**config.mk**
```make
export PLATFORM = sky130hd
export DESIGN_NAME = bcd_scan_counter
export DESIGN_NICKNAME = d
export VERILOG_FILES = /design/src/rtl/bcd_scan_counter.sv
export SDC_FILE = /design/constraint.sdc
export NUM_CORES = 1
export LEC_CHECK = 0
export CELL_PAD_IN_SITES_DETAIL_PLACEMENT = 2
export CELL_PAD_IN_SITES_GLOBAL_PLACEMENT = 2
export CORE_UTILIZATION = 36
export DETAILED_ROUTE_END_ITERATION = 16
export PLACE_DENSITY_LB_ADDON = 0.3
export SYNTH_ARGS = -nofsm -noshare
export SYNTH_HDL_FRONTEND = slang
export SYNTH_SLANG_ARGS = --single-unit
```
**constraint.sdc**
```tcl
create_clock -name clk -period 2.45 [get_ports clk]
set_input_delay 0.6125 -clock clk [delete_from_list [all_inputs] [get_ports clk]]
set_output_delay 0.6125 -clock clk [all_outputs]
set_load 0.03 [all_outputs]
```
**src/rtl/bcd_scan_counter.sv**
```systemverilog
// bcd_scan_counter
// ----------------------------------------------------------------------------
// Multi-digit BCD up/down counter with an integrated display scanner that feeds
// a 7-segment decoder. The count steps once every TICK_DIV enabled clocks; the
// scanner presents one digit per SCAN_DIV clocks on `digit` together with an
// active-low anode strobe for common-anode displays.
//
// Optional feature (compile-time macro): LEADING_ZERO_BLANK_EN
//   When defined, leading zero digits (never digit 0) are emitted as 4'hF,
//   which the downstream decoder renders blank. When undefined, every digit
//   is emitted as its BCD value.
//
// Parameters:
//   NUM_DIGITS  number of BCD digits counted and scanned (1..8)
//   TICK_DIV    clk cycles per count step (>=2)
//   SCAN_DIV    clk cycles per scan slot (>=2)
//
// Ports:
//   clk        system clock, rising edge
//   rst_n      asynchronous active-low reset
//   en         count enable; low freezes count and tick prescaler
//   up_dn      1 = count up, 0 = count down
//   clear      synchronous clear of count and tick prescaler (highest priority)
//   load       synchronous parallel load of load_val (nibbles >9 load as 0)
//   load_val   BCD load value, digit 0 in [3:0]
//   digit      BCD digit currently scanned
//   anode      one-hot-low digit select, anode[0] = least significant digit
//   count_bcd  full registered count
//   wrap       one-cycle pulse on roll-over / roll-under
// ----------------------------------------------------------------------------
module bcd_scan_counter #(
  parameter int NUM_DIGITS = 4,
  parameter int TICK_DIV   = 50_000_000,
  parameter int SCAN_DIV   = 50_000
) (
  input  logic                    clk,
  input  logic                    rst_n,
  input  logic                    en,
  input  logic                    up_dn,
  input  logic                    clear,
  input  logic                    load,
  input  logic [4*NUM_DIGITS-1:0] load_val,
  output logic [3:0]              digit,
  output logic [NUM_DIGITS-1:0]   anode,
  output logic [4*NUM_DIGITS-1:0] count_bcd,
  output logic                    wrap
);

  localparam int CW     = 4 * NUM_DIGITS;
  localparam int TICK_W = (TICK_DIV > 1) ? $clog2(TICK_DIV) : 1;
  localparam int SCAN_W = (SCAN_DIV > 1) ? $clog2(SCAN_DIV) : 1;
  localparam int IDX_W  = (NUM_DIGITS > 1) ? $clog2(NUM_DIGITS) : 1;

  logic [TICK_W-1:0]   tick_cnt_reg;
  logic [SCAN_W-1:0]   scan_cnt_reg;
  logic [IDX_W-1:0]    scan_idx_reg;
  logic [CW-1:0]       count_reg;
  logic                wrap_reg;
  logic [3:0]          digit_reg;
  logic [NUM_DIGITS-1:0] anode_reg;

  logic                tick;
  logic [CW-1:0]       step_next;
  logic [CW-1:0]       load_clean;
  // carry[i] = digit i must move; carry[NUM_DIGITS] = whole count rolled.
  // The same chain serves as carry (up) and borrow (down).
  logic [NUM_DIGITS:0] carry;
  logic [3:0]          digs [NUM_DIGITS];
  logic [3:0]          digit_next;

  assign tick     = en && (tick_cnt_reg == TICK_W'(TICK_DIV - 1));
  assign carry[0] = 1'b1;

  generate
    for (genvar gi = 0; gi < NUM_DIGITS; gi++) begin : g_digit
      logic [3:0] d_cur;
      logic       at_edge;
      logic [3:0] ld_nib;

      assign d_cur        = count_reg[gi*4 +: 4];
      assign digs[gi]     = d_cur;
      // Digit that wraps (9 going up, 0 going down) passes the carry along.
      assign at_edge      = up_dn ? (d_cur == 4'd9) : (d_cur == 4'd0);
      assign carry[gi+1]  = carry[gi] & at_edge;
      assign step_next[gi*4 +: 4] =
          !carry[gi] ? d_cur :
          at_edge    ? (up_dn ? 4'd0 : 4'd9) :
          up_dn      ? d_cur + 4'd1 : d_cur - 4'd1;

      assign ld_nib = load_val[gi*4 +: 4];
      assign load_clean[gi*4 +: 4] = (ld_nib > 4'd9) ? 4'd0 : ld_nib;
    end
  endgenerate

  // Count path and tick prescaler: clear > load > tick step.
  always_ff @(posedge clk or negedge rst_n) begin
    if (!rst_n) begin
      count_reg    <= '0;
      tick_cnt_reg <= '0;
      wrap_reg     <= 1'b0;
    end else begin
      wrap_reg <= 1'b0;
      if (clear) begin
        count_reg    <= '0;
        tick_cnt_reg <= '0;
      end else if (load) begin
        count_reg    <= load_clean;
        tick_cnt_reg <= '0;
      end else if (en) begin
        if (tick) begin
          tick_cnt_reg <= '0;
          count_reg    <= step_next;
          wrap_reg     <= carry[NUM_DIGITS];
        end else begin
          tick_cnt_reg <= tick_cnt_reg + TICK_W'(1);
        end
      end
    end
  end

  // Scan prescaler and index run freely, unaffected by en/clear/load.
  always_ff @(posedge clk or negedge rst_n) begin
    if (!rst_n) begin
      scan_cnt_reg <= '0;
      scan_idx_reg <= '0;
    end else if (scan_cnt_reg == SCAN_W'(SCAN_DIV - 1)) begin
      scan_cnt_reg <= '0;
      scan_idx_reg <= (scan_idx_reg == IDX_W'(NUM_DIGITS - 1)) ? '0
                                                               : scan_idx_reg + IDX_W'(1);
    end else begin
      scan_cnt_reg <= scan_cnt_reg + SCAN_W'(1);
    end
  end

`ifdef LEADING_ZERO_BLANK_EN
  // lz[i] = digits i..NUM_DIGITS-1 are all zero.
  logic [NUM_DIGITS-1:0] lz;
  generate
    for (genvar gi = 0; gi < NUM_DIGITS; gi++) begin : g_lz
      if (gi == NUM_DIGITS - 1) begin : g_top
        assign lz[gi] = (digs[gi] == 4'd0);
      end else begin : g_mid
        assign lz[gi] = (digs[gi] == 4'd0) & lz[gi+1];
      end
    end
  endgenerate

  always_comb begin
    digit_next = digs[scan_idx_reg];
    if (scan_idx_reg != '0 && lz[scan_idx_reg]) begin
      digit_next = 4'hF;
    end
  end
`else
  always_comb begin
    digit_next = digs[scan_idx_reg];
  end
`endif

  // anode and digit come from the same index on the same edge, so a new
  // strobe never shows the previous slot's digit.
  always_ff @(posedge clk or negedge rst_n) begin
    if (!rst_n) begin
      anode_reg <= ~NUM_DIGITS'(1);
      digit_reg <= 4'd0;
    end else begin
      anode_reg <= ~(NUM_DIGITS'(1) << scan_idx_reg);
      digit_reg <= digit_next;
    end
  end

  assign count_bcd = count_reg;
  assign wrap      = wrap_reg;
  assign digit     = digit_reg;
  assign anode     = anode_reg;

endmodule

```
# Word level (Yosys, flattened, before mapping)
# Index checks and enable logic that the tools add are counted.
totals:
  word_cells: 90
  n_memories: 0
  mem_bits_ro: 0
  out_inout_bits: 25
  latch_bits: 0
  ff_bits: 69
  ram_bits: 0
  input_bits: 22
op_classes:
  eq_ne: 7
  shift: 1
  n_addsub: 11
  reduce_logical: 14
  mul: 0
  n_div: 0
  bitwise_logic: 5
  magnitude_cmp: 5
  n_mux: 37
op_table:
  columns: ["cell", "n"]
  rows:
  - ["$mux W26", 4]
  - ["$mux W16", 5]
  - ["$mux W4", 18]
  - ["$add A26 B1 Y26 const B", 1]
  - ["$eq A26 B26 Y1 const B", 1]
  - ["$add A16 B1 Y16 const B", 1]
  - ["$add A4 B1 Y4 const B", 4]
  - ["$eq A16 B16 Y1 const B", 1]
  - ["$eq A4 B4 Y1 const B", 4]
  - ["$gt A4 B4 Y1 const B", 4]
  - ["$logic_not A4 Y1", 4]
  - ["$sub A4 B1 Y4 const B", 4]
  - ["$reduce_bool A3 Y1", 5]
  - ["$reduce_and A3 Y1", 3]
  - ["$bmux W4 S2", 1]
  - ["$mux W1", 8]
  - ["$not A4 Y4", 1]
  - ["$shl A1 B2 Y4 const A", 1]
  - ["$and A1 B1 Y1", 3]
  - ["$ge A3 B3 Y1 const B", 1]
  - ["$not A2 Y3", 1]
  - ["$add A2 B1 Y2 const B", 1]
  - ["$eq A2 B2 Y1 const B", 1]
  - ["$mux W2", 1]
  - ["other kinds (2)", 2]

# Longest topological paths before layout
# Gate-level depths: netlist (run 1).
logic_depth:
  depth_word: 9
  ltp_mapped: 9

# Least setup slack after synthesis (run 1)
# OpenSTA, ideal clock, no wires.
synth_path:
  path_type: "input to register"
  start: "in up_dn"
  end: "reg count_reg[15], in the netlist count_bcd[15]"
  arrival_ns: 2.590
  setup_ns: 0.078
  stages: 9
  t_required_ns: 2.372
  path_slack_ns: -0.219
  path_cell_list: "buf_2 inv_1 ha_1 a21o_1 a21oi_1 mux2i_1 mux2i_1 a311o_1 a21oi_1"
synth_between:
  elab_chain_cells: 7
synth_lines:
  columns: ["item", "line_no", "text"]
  rows:
  - ["from (decl)", "39", "input logic up_dn,"]
  - ["$mux W4 (tied with other cells)", "88", "up_dn ? d_cur + 4'd1 : d_cur - 4'd1;"]
  - ["$mux W4", "87", "at_edge ? (up_dn ? 4'd0 : 4'd9) :"]
  - ["$mux W4", "86", "!carry[gi] ? d_cur :"]
  - ["$mux W16", "110", "if (tick) begin"]
  - ["$mux W16", "109", "end else if (en) begin"]
  - ["$mux W16", "106", "end else if (load) begin"]
  - ["$mux W16", "103", "if (clear) begin"]
  - ["to (signal assigned)", "107", "count_reg <= load_clean;"]
  - ["to (signal assigned)", "112", "count_reg <= step_next;"]
  - ["to (decl)", "57", "logic [CW-1:0] count_reg;"]
# Several ways; a longest one is shown, not always the timed one. The select of a mux whose other input is x is not followed.
# A chain may end at the register's enable or synchronous reset.

# Worst setup path in the final report (run 1)
layout_path:
  start: "in up_dn"
  end: "reg count_reg[11], in the netlist count_bcd[11]"
# Same word-level chain as after synthesis.

==> impl_metrics.ini, run 1 <==
[synth]
synth_ff_type = dfrtp_1
synth_top_cell_area_share = 0.416
syn_inst = 403
synth_seq_cells = 69
synth.yosys.warnings = 0
synthTopCellsByCount = dfrtp_1, nor2_1, nand2_1, xnor2_1, a21oi_1
synth_edf_count = 0
synth_area_leaders = dfrtp_1, xnor2_1, nor2_1, ha_1, xor2_1
synth_fp_nets = 443
ys_async_sr_fraction = 1.00
synth_top_area_cell = dfrtp_1
synth.yosys.seq_area_share = 0.436
synth.most_common_cell = dfrtp_1
synth.distinct_cells = 49
syn_area_sq_um = 3970
avgSynthCellArea_sq_um = 9.86

[timing]
worst_pin_slew_ns = 0.601
finalHoldViolCount = 0
setup_viol_count_final = 0
relSlewSlack = 0.596
rsz0062_at_grt = false
maxSlewViolCount = 0
period_share = 0.960
fin_skew_ns = 0.00955
period_needed_ns = 2.35
max_freq_mhz = 425

[detailed_routing]
wirelength_um = 12300
drtIter0Drc = 54
routed-wl-met3_um = 332
via_count = 3395
first_pass_iters = 4
wl_met2_um = 6160
met1_length_um = 5570
routedWlPerCell_um = 19.7
vias_per_cell = 5.45
drc_errors = 0
highest_layer = met4
antenna_left = 0

[grt]
grt_max_degree = 70
grt_pass1_wl_um = 20600
grt.total_usage = 0.238
gr-total-overflow = 0
first_global_vias = 3875
antenna_found_initial = 0

[clock_network]
cts_buffers = 9
cts_buffer_depth = 2
cts_setup_buffers = 0
cts_tree = yes
clk_pin_slew_worst_paths_ns = 0.08
h-tree-depth = 3
cts_root_buf = clkbuf_8
cts_sinks = 69
insertion_delay_ns = 0.37

[pwr]
leakagePower_nw = 2.15
power.density_nw_per_um2 = 529
vdd_drop_max_mv = 0.333

[hold_path]
hp-class = in -> async

[cells_and_area]
largest_register_ffs = 26
drive_gt1_frac = 0.156
fin_nets = 522
postLayoutCoreUtil = 0.481
diodes = 0
n_fill_cell = 1100
final_cell_area_sq_um = 5060
area.growth.synth_to_final_pct = 27.4

[floorplanning]
die_height_um = 107
row_count = 37
core_sq_um = 10500
die-area_sq_um = 11500
die_w_um = 107
ios = 47
start_util = 0.378

[critical_path]
worstSetupStartpointType = input pin
slowest_delay_ns = 0.42
arrival_ns = 2.61
critical_path.endpoint_type = flop
r2r_slack_ns = 0.27
critPathSlowestCell = or3_1
crit_path_cell_trace = dlygate4sd2_1 -> buf_4 -> or3_1 -> a211oi_4 -> nor3_1 -> mux2i_1 -> a21oi_1 -> mux2_2
worst-setup-path-type = in -> reg
crit_fanout = 8
worstPathRequired_ns = 2.71

[job]
max-cap-violations = 0

[placement]
hpwlAfterDp_um = 8700
portBuffers = 46
globalplace.congestion = 0.791
place_area_sq_um = 4870

[run_status]
status = finished clean
## worst max-delay path, delay by kind of cell
family,cells,cell delay [ns]
buffers and inverters,2,0.44
AOI/OAI and AO/OA,2,0.53
and+or+nand+nor,2,0.53
muxes,2,0.50
## per-layer routing
metal	vias to the layer above	track usage
met5	-	0
met4	0	0.0890
met3	17	0.0401
met2	52	0.401
met1	1747	0.307
li1	1579	-
## placed cells by master, fill, tap and decap left out, types with 5 or more instances in the layout
master	netlist	final
mux2i_1	6	6
nand4_1	9	9
a211oi_1	7	7
or3_1	5	5
xor2_1	20	20
nor2_1	50	50
nand2_1	29	29
and3_1	14	14
o21ai_0	11	11
a21o_1	5	5
nand3_1	17	17
buf_4	0	31
dfrtp_1	66	66
mux2_2	5	5
ha_1	14	11
xnor2_1	26	26
inv_1	13	12
a21oi_1	22	21
clkdlybuf4s50_1	0	44
nor3_1	16	16
clkbuf_8	0	9
## kinds of logic after synthesis
family / after synthesis / synth area share
AO/OA/AOI/OAI: 61 / 0.104
XOR/XNOR: 46 / 0.101
adder cells (fa/ha/maj): 18 / 0.0643
buffers and inverters: 25 / 0.0249
flip-flops: 69 / 0.436
multiplexers: 15 / 0.0520
AND/OR/NAND/NOR: 169 / 0.218
## report_power, final
part | switching (W) | total (W) | internal, W
Sequential | 0.0000643 | 0.00123 | 0.00117
Clock | 0.000483 | 0.000952 | 0.000468
Combinational | 0.000262 | 0.000495 | 0.000233
## path summary, 6_finish.rpt
path / start / to / cells past startpoint
worst max-delay path: up_dn / count_bcd[11]$_DFFE_PN0P_ / 8
worst min-delay path: rst_n / count_bcd[13]$_DFFE_PN0P_ / 2
worst max register to register: count_bcd[8]$_DFFE_PN0P_ / count_bcd[11]$_DFFE_PN0P_ / 6
worst min register to register: scan_cnt_reg[0]$_DFF_PN0_ / scan_cnt_reg[0]$_DFF_PN0_ / 1
max in group asynchronous: rst_n / anode[3]$_DFF_PN1_ / 2
min in group clk: scan_cnt_reg[0]$_DFF_PN0_ / scan_cnt_reg[0]$_DFF_PN0_ / 1
## cell type report
type	instances	area, sq um	share of cell area
Sequential cell	69	1730	0.342
Multi-Input combinational cell	309	2180	0.432
Clock inverter	6	63.8	0.0126
Tap cell	136	170	0.0336
Timing Repair Buffer	79	727	0.144
Clock buffer	10	128	0.0252
Inverter	14	56.3	0.0111
## metrics by stage
| stage | hold WS, ns | worst slack, ns | std cells | total power, W | TNS, ns |
|---|---|---|---|---|---|
| 6_report | 0.262 | 0.0974 | 623 | 0.00268 | 0 |
| 5_1_grt | 0.283 | 0.00482 | 623 | 0.00280 | 0 |
| 4_1_cts | 0.267 | 0.105 | 623 | 0.00272 | 0 |
| 3_3_place_gp | 0.455 | -0.353 | 607 | 0.00172 | -5.32 |
| 2_1_floorplan | 0.317 | 0.00259 | 403 | 0.00150 | 0 |
| 3_5_place_dp | 0.474 | -0.441 | 607 | 0.00174 | -6.13 |
## what timing repair did
item	CTS	global route
gates resized for setup	1	0
hold buffers	0	0
setup endpoints to repair	4	0
No activity file was read; power rests on OpenSTA's default activity.
==> inputs of run 2 (changes only) <==
Settings changed: GPL_TIMING_DRIVEN from default to 0, SKIP_CTS_REPAIR_TIMING from default to 1.
==> run 2 against run 1 <==
  * Power is 4.8% lower
  * Clock skew hardly changed
  * Register-to-register slack lost 0.17 ns
  * Combinational power decreased by 6.1%
  * Die area did not move
  * Critical path type unchanged
  * Critical endpoint is now count_bcd[15]$_DFFE_PN0P_
  * Largest cell class unchanged
  * Largest power group unchanged
  * Highest routed layer unchanged
==> impl_metrics.ini, run 2 (synthesis results as in run 1) <==
[cells_and_area]
n_fill_cell = 1093
layout_common_cells = dfrtp_1, nor2_1, clkdlybuf4s50_1
area.growth.synth_to_final_pct = 22.8
postLayoutCoreUtil = 0.464
diodes = 0
multi_input_area_sq_um = 2200
largest_register_ffs = 26
fin_nets = 502
layout_commonest_cell = dfrtp_1
seqCellArea_sq_um = 1730
drive_gt1_frac = 0.126
final_cell_area_sq_um = 4880

[critical_path]
critical_path.endpoint_type = flop
worstSetupStartpointType = input pin
worst-setup-path-type = in -> reg
arrival_ns = 2.65
worstPathRequired_ns = 2.72
crit_fanout = 10

[clock_network]
cts_sinks = 69
insertion_delay_ns = 0.35
cts_tree = yes
clk_pin_slew_worst_paths_ns = 0.08
cts_buffer_depth = 2
cts_buffers = 9
cts_root_buf = clkbuf_8
h-tree-depth = 3

[placement]
dp_slack_ns = -1.14
hpwlAfterDp_um = 8660
globalplace.congestion = 0.804
place_area_sq_um = 4650
portBuffers = 43

[grt]
top_usage_layer = met2
grt.total_usage = 0.224
grt_use_met3 = 0.0432
gr-total-overflow = 0
first_global_vias = 3779
grt_use_met2 = 0.376
antenna_found_initial = 0
grt_pass1_wl_um = 19700
grt_use_met1 = 0.293
grt_max_degree = 49

[run_status]
status = finished clean

[pwr]
finalPower_w = 0.00255
combPwrFrac = 0.183
clockPowerShare = 0.336
seqPwrFrac = 0.481
p_sw_w = 0.000804
power.internal_w = 0.00175
power.density_nw_per_um2 = 522
vdd_drop_max_mv = 0.272
p_sw_frac = 0.315
leakagePower_nw = 2.02

[floorplanning]
row_count = 37
core_sq_um = 10500
start_util = 0.378
die_height_um = 107
ios = 47
die_w_um = 107
die-area_sq_um = 11500

[hold_path]
hp-class = in -> async

[timing]
max_freq_mhz = 420
maxSlewViolCount = 0
worst_slack_ns = 0.0669
period_needed_ns = 2.38
period_share = 0.973
fin_skew_ns = 0.00910
setup_viol_count_final = 0
rsz0062_at_grt = false
finalHoldViolCount = 0
worst_pin_slew_ns = 0.602
relSlewSlack = 0.596

[detailed_routing]
wirelength_um = 11800
drtIter0Drc = 104
via_count = 3359
first_pass_iters = 4
drc_errors = 0
antenna_left = 0
routedWlPerCell_um = 19.6
vias_per_cell = 5.57

[job]
max-cap-violations = 0
## run 2: worst paths after layout
check                                     startpoint                        end  slack, ns  cells past startpoint
setup / recovery                               up_dn  count_bcd[15]$_DFFE_PN0P_       0.07                     11
hold / removal                                 rst_n             wrap$_DFF_PN0_       0.16                      1
setup reg to reg            count_bcd[0]$_DFFE_PN0P_   count_bcd[9]$_DFFE_PN0P_       0.10                      6
hold reg to reg            scan_cnt_reg[0]$_DFF_PN0_  scan_cnt_reg[0]$_DFF_PN0_       0.48                      1
max in group asynchronous                      rst_n         anode[2]$_DFF_PN1_       1.68                      2
min in group clk           scan_cnt_reg[0]$_DFF_PN0_  scan_cnt_reg[0]$_DFF_PN0_       0.48                      1
## run 2: per-stage QoR
step                      setup TNS (ns)  hold WS, ns  instances
final                                  0        0.156        603
after floorplan                        0        0.317        403
after global routing                   0        0.157        603
after CTS                          -5.69        0.154        599
after global placement           -129.75        0.454        582
after detailed placement          -13.24        0.473        583
## run 2: area by class of cell
| type | count | share of cell area |
|---|---|---|
| timing repair buffer | 48 | 0.101 |
| clock inverter | 7 | 0.0103 |
| buffer | 11 | 0.0121 |
| multi-input combinational | 309 | 0.450 |
| sequential | 69 | 0.355 |
| inverter | 14 | 0.0115 |
| tap | 136 | 0.0349 |
| clock buffer | 9 | 0.0254 |
## run 2: routing by layer
layer / vias up / wire length, um
li1: 1541 / -
met1: 1751 / 5420
met2: 55 / 5830
met3: 12 / 418
met4: 0 / 134
met5: - / 0
## run 2: worst max-delay path: stages
cell and delay (ns):
buf_2 0.17, buf_8 0.17, clkinvlp_4 0.11, buf_12 0.14, ha_4 0.20, a21o_1 0.18, a21oi_2 0.23, mux2i_1 0.25
mux2i_1 0.12, a311o_1 0.33, a21oi_1 0.13
## run 2: power groups by stage
stage / combinational (W) / sequential, W / clock [W]
2_1_floorplan: 0.000214 / 0.00129 / 0
3_3_place_gp: 0.000432 / 0.00125 / 0
3_5_place_dp: 0.000456 / 0.00125 / 0
4_1_cts: 0.000458 / 0.00123 / 0.000877
5_1_grt: 0.000505 / 0.00123 / 0.000925
6_report: 0.000465 / 0.00123 / 0.000857
==> inputs of run 3 (changes only) <==
Settings changed: TNS_END_PERCENT from default to 10.
==> results of run 3 <==
Final layout, timing and power as in run 2 (identical DEF).
